===== config.mk =====
export PLATFORM = sky130hd
export DESIGN_NAME = image_sprite_anim
export DESIGN_NICKNAME = d
export VERILOG_FILES = /design/src/rtl/image_sprite_anim.sv
export SDC_FILE = /design/constraint.sdc
export NUM_CORES = 1
export LEC_CHECK = 0
export BUFFER_PORTS_ARGS = -buffer_cell sky130_fd_sc_hd__buf_2
export CAP_MARGIN = 10
export CORE_ASPECT_RATIO = 1.4
export CORE_UTILIZATION = 50
export CTS_CLUSTER_DIAMETER = 50
export DETAILED_ROUTE_END_ITERATION = 8
export GPL_ROUTABILITY_DRIVEN = 0
export GPL_TIMING_DRIVEN = 0
export PLACE_DENSITY_LB_ADDON = 0.1
export SLEW_MARGIN = 20
export SYNTH_ARGS = -nofsm -noshare
export SYNTH_HDL_FRONTEND = slang
export SYNTH_SLANG_ARGS = --single-unit
export TNS_END_PERCENT = 30

===== constraint.sdc =====
create_clock -name pixel_clk_in -period 5.35 [get_ports pixel_clk_in]
set_input_delay 0.535 -clock pixel_clk_in [delete_from_list [all_inputs] [get_ports pixel_clk_in]]
set_output_delay 0.535 -clock pixel_clk_in [all_outputs]
set_load 0.02 [all_outputs]

===== src/rtl/image_sprite_anim.sv =====
`default_nettype none
// ============================================================================
// Module      : image_sprite_anim
// Description : Multi-frame palette-indexed sprite renderer with integer
//               upscaling, colour-key transparency and an animation sequencer.
//               The pixel path has a fixed 4-cycle latency from
//               hcount_in/vcount_in to RGB:
//                 image BROM (2 cycles) -> palette BROM (2 cycles)
//               ROM contents are generated by constant functions, so the
//               block needs no external memory initialisation files.
// Ports       : pixel_clk_in     pixel clock
//               rst_in           asynchronous active-low reset
//               x_in, y_in       sprite top-left on screen
//               hcount_in        current pixel column
//               vcount_in        current pixel row
//               frame_tick_in    one pulse per video frame
//               start_in         latch mode_in/frame_sel_in, start sequence
//               mode_in          0 HOLD, 1 LOOP, 2 ONESHOT, 3 PINGPONG
//               frame_sel_in     start frame (displayed frame in HOLD)
//               red/green/blue_out  pixel colour, 0 when no opaque pixel
//               pixel_valid_out  opaque sprite pixel present
//               frame_out        frame currently displayed
//               busy_out         sequencer running
// Revision    : 1.0 - initial release
// ============================================================================
module image_sprite_anim #(
  parameter int WIDTH           = 256,
  parameter int HEIGHT          = 256,
  parameter int NUM_FRAMES      = 4,
  parameter int SCALE_LOG2      = 0,
  parameter int TICKS_PER_FRAME = 8,
  parameter int TRANSPARENT_KEY = 0,
  localparam int c_FRAME_W      = (NUM_FRAMES > 1) ? $clog2(NUM_FRAMES) : 1
) (
  input  logic                 pixel_clk_in,
  input  logic                 rst_in,
  input  logic [10:0]          x_in,
  input  logic [9:0]           y_in,
  input  logic [10:0]          hcount_in,
  input  logic [9:0]           vcount_in,
  input  logic                 frame_tick_in,
  input  logic                 start_in,
  input  logic [1:0]           mode_in,
  input  logic [c_FRAME_W-1:0] frame_sel_in,
  output logic [7:0]           red_out,
  output logic [7:0]           green_out,
  output logic [7:0]           blue_out,
  output logic                 pixel_valid_out,
  output logic [c_FRAME_W-1:0] frame_out,
  output logic                 busy_out
);

  localparam int c_ADDR_W = $clog2(WIDTH * HEIGHT * NUM_FRAMES);
  localparam int c_CNT_W  = (TICKS_PER_FRAME > 1) ? $clog2(TICKS_PER_FRAME) : 1;

  localparam logic [12:0]          c_SPR_W    = 13'(WIDTH << SCALE_LOG2);
  localparam logic [12:0]          c_SPR_H    = 13'(HEIGHT << SCALE_LOG2);
  localparam logic [c_FRAME_W-1:0] c_LAST     = c_FRAME_W'(NUM_FRAMES - 1);
  localparam logic [c_FRAME_W-1:0] c_FR_ONE   = c_FRAME_W'(1);
  localparam logic [c_CNT_W-1:0]   c_CNT_LAST = c_CNT_W'(TICKS_PER_FRAME - 1);
  localparam logic [c_CNT_W-1:0]   c_CNT_ONE  = c_CNT_W'(1);
  localparam logic [7:0]           c_TKEY     = 8'(TRANSPARENT_KEY);

  localparam logic [1:0] c_MODE_HOLD     = 2'd0;
  localparam logic [1:0] c_MODE_LOOP     = 2'd1;
  localparam logic [1:0] c_MODE_ONESHOT  = 2'd2;
  localparam logic [1:0] c_MODE_PINGPONG = 2'd3;

  typedef enum logic [1:0] {
    ST_IDLE = 2'd0,
    ST_RUN  = 2'd1,
    ST_DONE = 2'd2
  } state_t;

  // Image ROM content: key depends on column, row and frame so every frame
  // differs and a few texels land on the transparent key.
  function automatic logic [7:0] image_key(input logic [c_ADDR_W-1:0] a);
    logic [31:0] w_a;
    w_a = 32'(a);
    return 8'(w_a + 32'd3 * (w_a >> 8) + 32'd37 * (w_a >> 16) + 32'd1);
  endfunction

  // Palette ROM content: 24-bit RGB per key.
  function automatic logic [23:0] palette_rgb(input logic [7:0] k);
    return {k, ~k, k[3:0], k[7:4]};
  endfunction

  // ---------------------------------------------------------------------------
  // Sequencer
  // ---------------------------------------------------------------------------
  state_t               r_state;
  logic [c_FRAME_W-1:0] r_frame;
  logic [c_CNT_W-1:0]   r_cnt;
  logic                 r_dir_up;
  logic [1:0]           r_mode;
  logic                 r_busy;

  logic [c_FRAME_W-1:0] w_frame_inc;
  logic [c_FRAME_W-1:0] w_frame_dec;
  logic [c_FRAME_W-1:0] w_sel_clamped;

  assign w_frame_inc   = r_frame + c_FR_ONE;
  assign w_frame_dec   = r_frame - c_FR_ONE;
  assign w_sel_clamped = (32'(frame_sel_in) > 32'(NUM_FRAMES - 1)) ? c_LAST : frame_sel_in;

  // start_in has priority over frame_tick_in; ticks only count while running.
  always_ff @(posedge pixel_clk_in or negedge rst_in) begin
    if (!rst_in) begin
      r_state  <= ST_IDLE;
      r_frame  <= '0;
      r_cnt    <= '0;
      r_dir_up <= 1'b1;
      r_mode   <= c_MODE_HOLD;
      r_busy   <= 1'b0;
    end else if (start_in) begin
      r_state  <= ST_RUN;
      r_frame  <= w_sel_clamped;
      r_cnt    <= '0;
      r_dir_up <= 1'b1;
      r_mode   <= mode_in;
      r_busy   <= 1'b1;
    end else if (r_state == ST_RUN && frame_tick_in) begin
      if (r_cnt != c_CNT_LAST) begin
        r_cnt <= r_cnt + c_CNT_ONE;
      end else begin
        r_cnt <= '0;
        case (r_mode)
          c_MODE_LOOP: begin
            r_frame <= (r_frame == c_LAST) ? '0 : w_frame_inc;
          end
          c_MODE_ONESHOT: begin
            if (r_frame != c_LAST) begin
              r_frame <= w_frame_inc;
            end
            // Started on the last frame (or only one frame): finish at once.
            if (r_frame == c_LAST || w_frame_inc == c_LAST) begin
              r_state <= ST_DONE;
              r_busy  <= 1'b0;
            end
          end
          c_MODE_PINGPONG: begin
            if (c_LAST != '0) begin
              if (r_dir_up) begin
                // A start on the last frame bounces straight back down.
                if (r_frame == c_LAST) begin
                  r_frame  <= w_frame_dec;
                  r_dir_up <= 1'b0;
                end else begin
                  r_frame <= w_frame_inc;
                  if (w_frame_inc == c_LAST) begin
                    r_dir_up <= 1'b0;
                  end
                end
              end else begin
                if (r_frame == '0) begin
                  r_frame  <= w_frame_inc;
                  r_dir_up <= 1'b1;
                end else begin
                  r_frame <= w_frame_dec;
                  if (w_frame_dec == '0) begin
                    r_dir_up <= 1'b1;
                  end
                end
              end
            end
          end
          default: begin
            r_frame <= r_frame;
          end
        endcase
      end
    end
  end

  assign frame_out = r_frame;
  assign busy_out  = r_busy;

  // ---------------------------------------------------------------------------
  // Pixel path
  // ---------------------------------------------------------------------------
  // Offsets are widened by two bits so a pixel left of / above the sprite
  // shows up as a set MSB instead of wrapping into range.
  logic [12:0]         w_dx;
  logic [12:0]         w_dy;
  logic                w_in_sprite;
  logic [c_ADDR_W-1:0] w_addr;

  assign w_dx        = {2'b00, hcount_in} - {2'b00, x_in};
  assign w_dy        = {3'b000, vcount_in} - {3'b000, y_in};
  assign w_in_sprite = !w_dx[12] && !w_dy[12] && (w_dx < c_SPR_W) && (w_dy < c_SPR_H);
  assign w_addr      = c_ADDR_W'(32'(r_frame) * 32'(WIDTH * HEIGHT)
                                 + 32'(w_dy >> SCALE_LOG2) * 32'(WIDTH)
                                 + 32'(w_dx >> SCALE_LOG2));

  logic [7:0]  r_img_q1;
  logic [7:0]  r_key;
  logic [23:0] r_pal_q1;
  logic        r_opaque;
  logic [2:0]  r_vld;

  always_ff @(posedge pixel_clk_in or negedge rst_in) begin
    if (!rst_in) begin
      r_img_q1        <= '0;
      r_key           <= '0;
      r_pal_q1        <= '0;
      r_opaque        <= 1'b0;
      r_vld           <= '0;
      red_out         <= '0;
      green_out       <= '0;
      blue_out        <= '0;
      pixel_valid_out <= 1'b0;
    end else begin
      // Stage 1-2: image BROM read and output register.
      r_img_q1 <= image_key(w_addr);
      r_key    <= r_img_q1;
      // Stage 3: palette BROM read; opacity decided alongside it.
      r_pal_q1 <= palette_rgb(r_key);
      r_opaque <= (r_key != c_TKEY);
      r_vld    <= {r_vld[1:0], w_in_sprite};
      // Stage 4: palette output register, gated to black when not visible.
      pixel_valid_out <= r_vld[2] && r_opaque;
      red_out         <= (r_vld[2] && r_opaque) ? r_pal_q1[23:16] : 8'd0;
      green_out       <= (r_vld[2] && r_opaque) ? r_pal_q1[15:8]  : 8'd0;
      blue_out        <= (r_vld[2] && r_opaque) ? r_pal_q1[7:0]   : 8'd0;
    end
  end

endmodule
`default_nettype wire


* Word-level counts from Yosys, hierarchy flattened
Cells that the tools add are included.
** Operators by class
- $add $sub $neg :: 10
- Multiply operators :: 2
- $lt $le $gt $ge :: 2
- Eq/ne operators :: 10
- Multiplexer cells :: 34
- Bitwise gates (word level) :: 1
- Reduce and logical (&&, ||, !) cells :: 19
** Operators by type and width (count)
- 13-bit by 9-bit less-than comparator with 1-bit output, second input constant :: 2
- 2-bit two-way mux :: 13
- 8-bit two-way mux :: 3
- 18-bit by 13-bit adder with 18-bit output :: 1
- 18-bit adder :: 1
- 8-bit adder :: 2
- 1-bit two-way mux :: 14
- 11-bit by 11-bit subtractor with 12-bit output :: 1
- 10-bit by 10-bit subtractor with 11-bit output :: 1
- 2-bit by 10-bit multiplier with 8-bit output, first input constant :: 1
- 3-bit two-way mux :: 3
- 8-bit by 1-bit adder with 8-bit output, second input constant :: 1
- 2-bit == test, second input constant :: 4
- 6-bit by 2-bit multiplier with 8-bit output, first input constant :: 1
- 8-bit NOT :: 1
- 4-bit AND reduction :: 2
- 2-bit nonzero test :: 4
- 8-bit nonzero test :: 1
- 3-bit != test, second input constant :: 2
- 2-bit case mux with 3 select lines :: 1
- 1-bit logical AND :: 5
- 2-bit by 1-bit == test with 1-bit output, second input constant :: 2
- 2-bit zero test :: 2
- 2-bit != test, second input constant :: 2
- 7 further kinds :: 8
** Storage, ports and cells
- Flip-flop bits (word level) :: 80
- Bits of input ports :: 50
- Output and inout port bits :: 28

* Longest topological paths before layout
Gate-level depths: netlist of the first run.
- Depth after elaboration :: 9
- Depth in mapped cells :: 31
- Depth with buffers taken out :: 31

* Least setup slack after synthesis of the first run
Ideal clock, no wire load.
- Path type :: input-to-reg
- Start point :: input hcount_in[0]
- End point :: register r_img_q1[7]
- Arrival :: 6422 ps
- Required time :: 5225 ps
- Setup slack :: -1197 ps
- Cell stages on the path :: 29
- Buffers on the path :: 0
- Cell sequence :: inv_1 ha_1 fa_1 nor2b_1 o21ai_0 a21o_1 a211oi_1 mux2i_1 o211ai_1 ha_1 o21ai_0 o21bai_1 a21oi_1 nor2b_1 a41oi_2 xnor2_2 xor2_1 fa_1 fa_1 inv_1 ha_1 fa_1 a21o_1 a21oi_1 o21ai_0 xnor2_1 xnor2_1 xnor2_1 xnor2_1
** On the way
- Longest elaborated chain between the ends :: 6
- Elaborated cells on any way between the ends :: 7
- Classes of those cells :: 5 x add/sub; 2 x mul
** Ends and longest elaborated chain
- start, declared :: RTL line 39 : input logic [10:0] hcount_in,
- 11-bit by 11-bit subtractor with 12-bit output (*) :: RTL line 188 : assign w_dx = {2'b00, hcount_in} - {2'b00, x_in};
- 18-bit by 13-bit adder with 18-bit output (*) :: RTL line 193 : + 32'(w_dx >> SCALE_LOG2));
- 2-bit by 10-bit multiplier with 8-bit output :: RTL line 80 : return 8'(w_a + 32'd3 * (w_a >> 8) + 32'd37 * (w_a >> 16) + 32'd1);
- 8-bit adder :: RTL line 80
- 8-bit adder (*) :: RTL line 80
- 8-bit by 1-bit adder with 8-bit output (*) :: RTL line 80
- end signal, assigned :: RTL line 214 : r_img_q1 <= image_key(w_addr);
- end, declared :: RTL line 195 : logic [7:0] r_img_q1;
Every way passes the cells marked *; elsewhere a longest branch is shown, timed or not.
A chain may end at the register's enable or synchronous reset.

* Worst setup path in the final report of the first run
Ends and elaborated chain as after synthesis.

==> flow_summary.yaml, run 1 <==
power:
  p_clk_frac: 0.098
  swShare: 0.391
  power_frac_comb: 0.731
  switching_power_uw: 1630
  ir_drop_uv: 884
  p_leak_uw: 0.00282
  seqPwrFrac: 0.171
  p_per_area_nw_per_um2: 806
  internal-power_uw: 2540
synth:
  yosys-top-cells-area: "dfrtp_1 (38%), ha_1 (15%), fa_1 (6.9%)"
  synth_top_area_frac: 0.382
  yosysTopAreaCell: "dfrtp_1"
  seq_area_frac_synth: 0.388
  synthTopCellsByCount: "inv_1 (65), dfrtp_1 (62), ha_1 (49), nor2_1 (22), xnor2_1 (21)"
  ys_types: 51
  synth_seq_cells: 63
  avgSynthCellArea_um2: 10.4
  ys.flop_type: "dfrtp_1"
  synth_area_um2: 4060
  yosysMostFrequentCell: "inv_1"
  async_flop_share: 1.00
  synth_warnings: 0
  synthCells: 389
  synth_edf_count: 0
  syn-num-nets: 502
grt:
  grt_pass1_vias: 2949
  antenna_found_initial: 0
  overflow: 0
  grt_use_total: 0.185
  grt_pass1_wl_mm: 12.2
  grt_max_degree: 64
route:
  routed_wirelength_mm: 6.98
  drt_pass1_iterations: 4
  vias: 2990
  wl_met1_mm: 2.59
  drc: 0
  met3_wirelength_um: 215
  post_drt_wl_per_cell_um: 11.5
  dr.max_layer_used: "met4"
  wl_met2_mm: 3.98
  drt_iter0_drc: 102
  antenna_left: 0
  via_per_inst: 4.91
outcome:
  status: "complete, but fails checks"
  violations: "setup timing"
clock_tree:
  clkLatencyLatePin_ns: 0.33
  clk_pin_slew_ns: 0.07
  cts_root_buf: "clkbuf_8"
  clock_path_buffers: 2
  clkSinkCount: 63
  cts_made_buffers: 9
  cts_tree: "built"
  htreeDepth: 3
die:
  die_height_um: 109
  die_x_um: 78.2
  rows: 38
  core_area_um2: 7800
  initial_core_util: 0.521
  ios: 78
  die-area_um2: 8500
critical_path:
  cpLargestDelayFamily: "adder cells"
  path_buf_inv: 3
  cp_data_arrival_time_ns: 6.25
  cp_common_cell: "xnor2_1"
  critical_path_class: "in -> reg"
  critPathMaxStageDelay_ns: 0.51
  crit_path_end_kind: "flop"
  ff2ff_setup_slack_ns: 0.96
  cp.required_ns: 5.60
  startpoint: "hcount_in[0]"
  slowest_stage: "fa_1"
  worst_setup_path_start_kind: "input pin"
  r2r_start: "frame_out[0]$_DFFE_PN0P_"
  critical_path.max_fanout: 3
timing:
  rsz0062_at_grt: "true"
  finalCritPeriodShare: 1.12
  fin_setup_tns_ns: -1.28
  worst_pin_slew_ns: 0.732
  fmax_mhz: 167
  timing.final.crit_period_ns: 6.00
  setup_slack_ns: -0.646
  finalHoldViolations: 0
  finalSetupViolCount: 3
  slew_violations: 0
  relSlewSlack: 0.512
  finClkSkew_ns: 0.00757
place:
  dp_cells: 566
  port-buffer-count: 77
  place_hpwl_mm: 5.48
flow_run:
  maxCapViolations: 0
cells_and_area:
  syn_to_final_growth_pct: 27.4
  fillerInstances: 648
  fin_cells: 609
  final_net_count: 617
  drive_gt1_frac: 0.338
  antenna_cells: 0
min_path:
  min_path_type: "in -> async"
-- sequential cells by signal, summed over array words and instances (netlist names), 2 cells and up --
signal / cells
r_pal_q1: 16
green_out: 8
r_img_q1: 8
r_key: 8
blue_out: 7
r_cnt: 3
r_vld: 3
frame_out: 2
r_mode: 2
r_state: 2
-- area by class of cell --
class,count,area (um2),area share
buffer,11,71.3,0.0138
clock buffer,11,151,0.0292
clock inverter,5,56.3,0.0109
inverter,65,256,0.0496
multi-input combinational,250,2320,0.448
sequential,63,1580,0.305
tap,100,125,0.0242
timing repair buffer,104,618,0.119
-- power groups by stage --
stage | clock [uW] | combinational (uW) | sequential, uW
floorplan | 0 | 1840 | 711
global placement | 0 | 2190 | 720
detailed placement | 0 | 2250 | 727
CTS | 420 | 2810 | 718
global route | 445 | 3410 | 729
finish | 407 | 3050 | 715
-- stage by stage --
| step | cell area, um2 | setup WS, ns | hold slack, ns | util | power, uW |
|---|---|---|---|---|---|
| floorplan | 4130 | -0.650 | 0.239 | - | 2560 |
| global placement | 4640 | -1.36 | 0.333 | 0.595 | 2910 |
| detailed placement | 4640 | -1.47 | 0.335 | 0.595 | 2980 |
| CTS | 5110 | -0.710 | 0.293 | 0.655 | 3950 |
| global route | 5180 | -0.930 | 0.325 | 0.664 | 4580 |
| finish | 5180 | -0.646 | 0.280 | 0.664 | 4170 |
-- logic make-up (layout without fill, tap and decap cells) --
kind of cell	after synthesis	count (layout)	synth area share
AOI/OAI and AO/OA	67	67	0.112
muxes	7	7	0.0179
and+or+nand+nor	80	80	0.106
xor gates and xnor gates	33	33	0.0785
adders and majority gates	63	63	0.220
buffers and inverters	76	196	0.0776
DFF	63	63	0.388
-- worst paths after layout --
path	to	depth (start not counted)
max	r_img_q1[7]$_DFF_PN0_	30
min	green_out[3]$_DFF_PN0_	1
max reg2reg	r_img_q1[7]$_DFF_PN0_	17
min reg2reg	r_key[3]$_DFF_PN0_	0
max in group asynchronous	blue_out[3]$_DFF_PN0_	1
min in group pixel_clk_in	r_key[3]$_DFF_PN0_	0
-- cells in the final DEF (no fill, tap or decap), drive strengths merged, types with 4 or more instances in the layout --
cell,netlist,final
nand2,14,14
inv,65,65
nor2b,8,8
ha,49,49
o21ai,13,13
dfrtp,62,62
a21oi,21,21
mux2i,5,5
buf,8,112
nor2,22,22
and3,17,17
fa,14,14
a211oi,4,4
a21o,10,10
xnor2,22,22
xor2,11,11
clkbuf,3,14
-- per-layer routing --
| layer | GRT usage | up-vias |
|---|---|---|
| met5 | 0 | - |
| met4 | 0.0913 | 0 |
| met3 | 0.0310 | 16 |
| met2 | 0.364 | 73 |
| met1 | 0.184 | 1393 |
| li1 | - | 1508 |
-- timing repair --
| item | CTS | global route |
|---|---|---|
| pin swaps | 31 | 7 |
| buffers inserted | 27 | 0 |
| endpoints found under the hold margin | 0 | 0 |
| hold buffers | 0 | 0 |
| gates resized for setup | 13 | 12 |
| endpoints found under the setup margin | 6 | 6 |
(Power assumes the default switching activity.)
==> run 2, diff against run 1 <==
clock period = 5.05 ns   (was 5.35 ns; I/O delays follow)
==> flow_summary.yaml, run 2 (synthesis results as in run 1) <==
clock_tree:
  cts_root_buf: "clkbuf_8"
  clkSinkCount: 63
  clk_pin_slew_ns: 0.06
  cts_hold_buffers: 0
  clock_path_buffers: 2
  cts_tree: "built"
  clkLatencyLatePin_ns: 0.32
  htreeDepth: 3
  cts_made_buffers: 9
route:
  drt_pass1_iterations: 4
  drc: 0
  post_drt_wl_per_cell_um: 11.7
  routed_wirelength_mm: 7.28
  drt_iter0_drc: 114
  via_per_inst: 4.91
  vias: 3051
  antenna_left: 0
power:
  power_frac_comb: 0.726
  p_leak_uw: 0.00288
  p_total_uw: 4490
  swShare: 0.388
  switching_power_uw: 1740
  ir_drop_uv: 977
  internal-power_uw: 2740
  p_per_area_nw_per_um2: 847
  p_clk_frac: 0.105
  seqPwrFrac: 0.169
critical_path:
  r2r_cells: 21
  cp_common_cell: "buf_4"
  critPathMaxStageDelay_ns: 0.52
  rr_endpoint: "r_img_q1[5]$_DFF_PN0_"
  critical_path_class: "in -> reg"
  cpLargestDelayFamily: "adder cells"
  cp.required_ns: 5.26
  ff2ff_setup_slack_ns: 0.55
  slowest_stage: "fa_1"
  path_buf_inv: 11
  crit_path_end_kind: "flop"
  worst_setup_path_start_kind: "input pin"
  critical_path.max_fanout: 3
  cp_data_arrival_time_ns: 6.42
  r2r_start: "frame_out[0]$_DFFE_PN0P_"
cells_and_area:
  antenna_cells: 0
  max_flop_register: "r_pal_q1"
  final_area_um2: 5300
  final_common_cell: "buf_2"
  largest_register_ffs: 16
  drive_gt1_frac: 0.357
  layout_common_cells: "buf_2 (74), dfrtp_1 (62), inv_1 (61)"
  fillerInstances: 621
  syn_to_final_growth_pct: 30.4
  final_net_count: 629
grt:
  overflow: 0
  grt_pass1_wl_mm: 12.2
  grt.busiest_layer: "met2"
  grt_use_total: 0.184
  grtUsageMet1: 0.199
  grtUsageMet2: 0.353
  grt_pass1_vias: 2872
  antenna_found_initial: 0
  met3_usage: 0.0251
  grt_max_degree: 64
die:
  initial_core_util: 0.521
  die_height_um: 109
  core_area_um2: 7800
  die-area_um2: 8500
  die_x_um: 78.2
  rows: 38
  ios: 78
place:
  place_area_um2: 4640
  place_hpwl_mm: 5.45
  port-buffer-count: 77
timing:
  finalHoldViolations: 0
  worst_pin_slew_ns: 0.747
  finalCritPeriodShare: 1.23
  fmax_mhz: 161
  finalSetupViolCount: 6
  relSlewSlack: 0.502
  rsz0062_at_grt: "true"
  setup_slack_ns: -1.16
  timing.final.crit_period_ns: 6.21
  finClkSkew_ns: 0.00502
  slew_violations: 0
outcome:
  status: "complete, but fails checks"
  violations: "setup timing"
min_path:
  min_path_type: "in -> async"
flow_run:
  maxCapViolations: 0
[run 2: layer usage]
metal  wire length [um]  vias up
li1                   -     1532
met1               2810     1438
met2               4120       69
met3                197       12
met4                154        0
met5                  0        -
[run 2: layout make-up]
type,instances,area (um2),share of cell area
tap,100,125,0.0236
sequential,63,1580,0.298
multi-input combinational,250,2350,0.443
inverter,65,256,0.0484
clock buffer,11,141,0.0267
timing repair buffer,116,697,0.132
buffer,11,71.3,0.0135
clock inverter,5,81.3,0.0153
[run 2: worst reg2reg max path, delay by kind of cell, from the launching register on]
| kind | cells | cell delay [ns] |
|---|---|---|
| AOI/OAI and AO/OA | 3 | 0.34 |
| xor gates and xnor gates | 3 | 0.43 |
| adders and majority gates | 5 | 2.04 |
| buffers and inverters | 9 | 0.97 |
| DFF | 1 | 0.46 |
| and+or+nand+nor | 1 | 0.18 |
[run 2: power by group through the flow]
stage | Clock, uW | Combinational (uW) | Sequential (uW)
finish | 470 | 3260 | 757
global route | 506 | 3610 | 773
CTS | 484 | 2950 | 761
detailed placement | 0 | 2390 | 769
global placement | 0 | 2320 | 763
floorplan | 0 | 1950 | 754
[run 2: worst max path at each step]
stage / start / to / cells after the start
floorplan: hcount_in[0] / r_img_q1[7]$_DFF_PN0_ / 29
global placement: hcount_in[0] / r_img_q1[7]$_DFF_PN0_ / 30
detailed placement: hcount_in[0] / r_img_q1[7]$_DFF_PN0_ / 30
CTS: hcount_in[0] / r_img_q1[7]$_DFF_PN0_ / 30
global route: hcount_in[0] / r_img_q1[7]$_DFF_PN0_ / 32
finish: hcount_in[0] / r_img_q1[5]$_DFF_PN0_ / 34
[run 2: through the flow]
stage	cells	setup TNS (ns)	util	worst slack [ns]	hold WS, ns
floorplan	389	-2.34	-	-0.920	0.209
global placement	566	-6.29	0.595	-1.63	0.333
detailed placement	566	-6.53	0.595	-1.67	0.335
CTS	616	-2.36	0.665	-0.936	0.268
global route	621	-5.57	0.680	-1.47	0.309
finish	621	-3.75	0.680	-1.16	0.247
[run 2: timing repair]
action                                  4_1_cts  5_1_grt
gates resized for setup                      11       13
pin swaps                                    29       24
buffers inserted                             34        5
hold endpoints to repair                      0        0
endpoints found under the setup margin        6        6
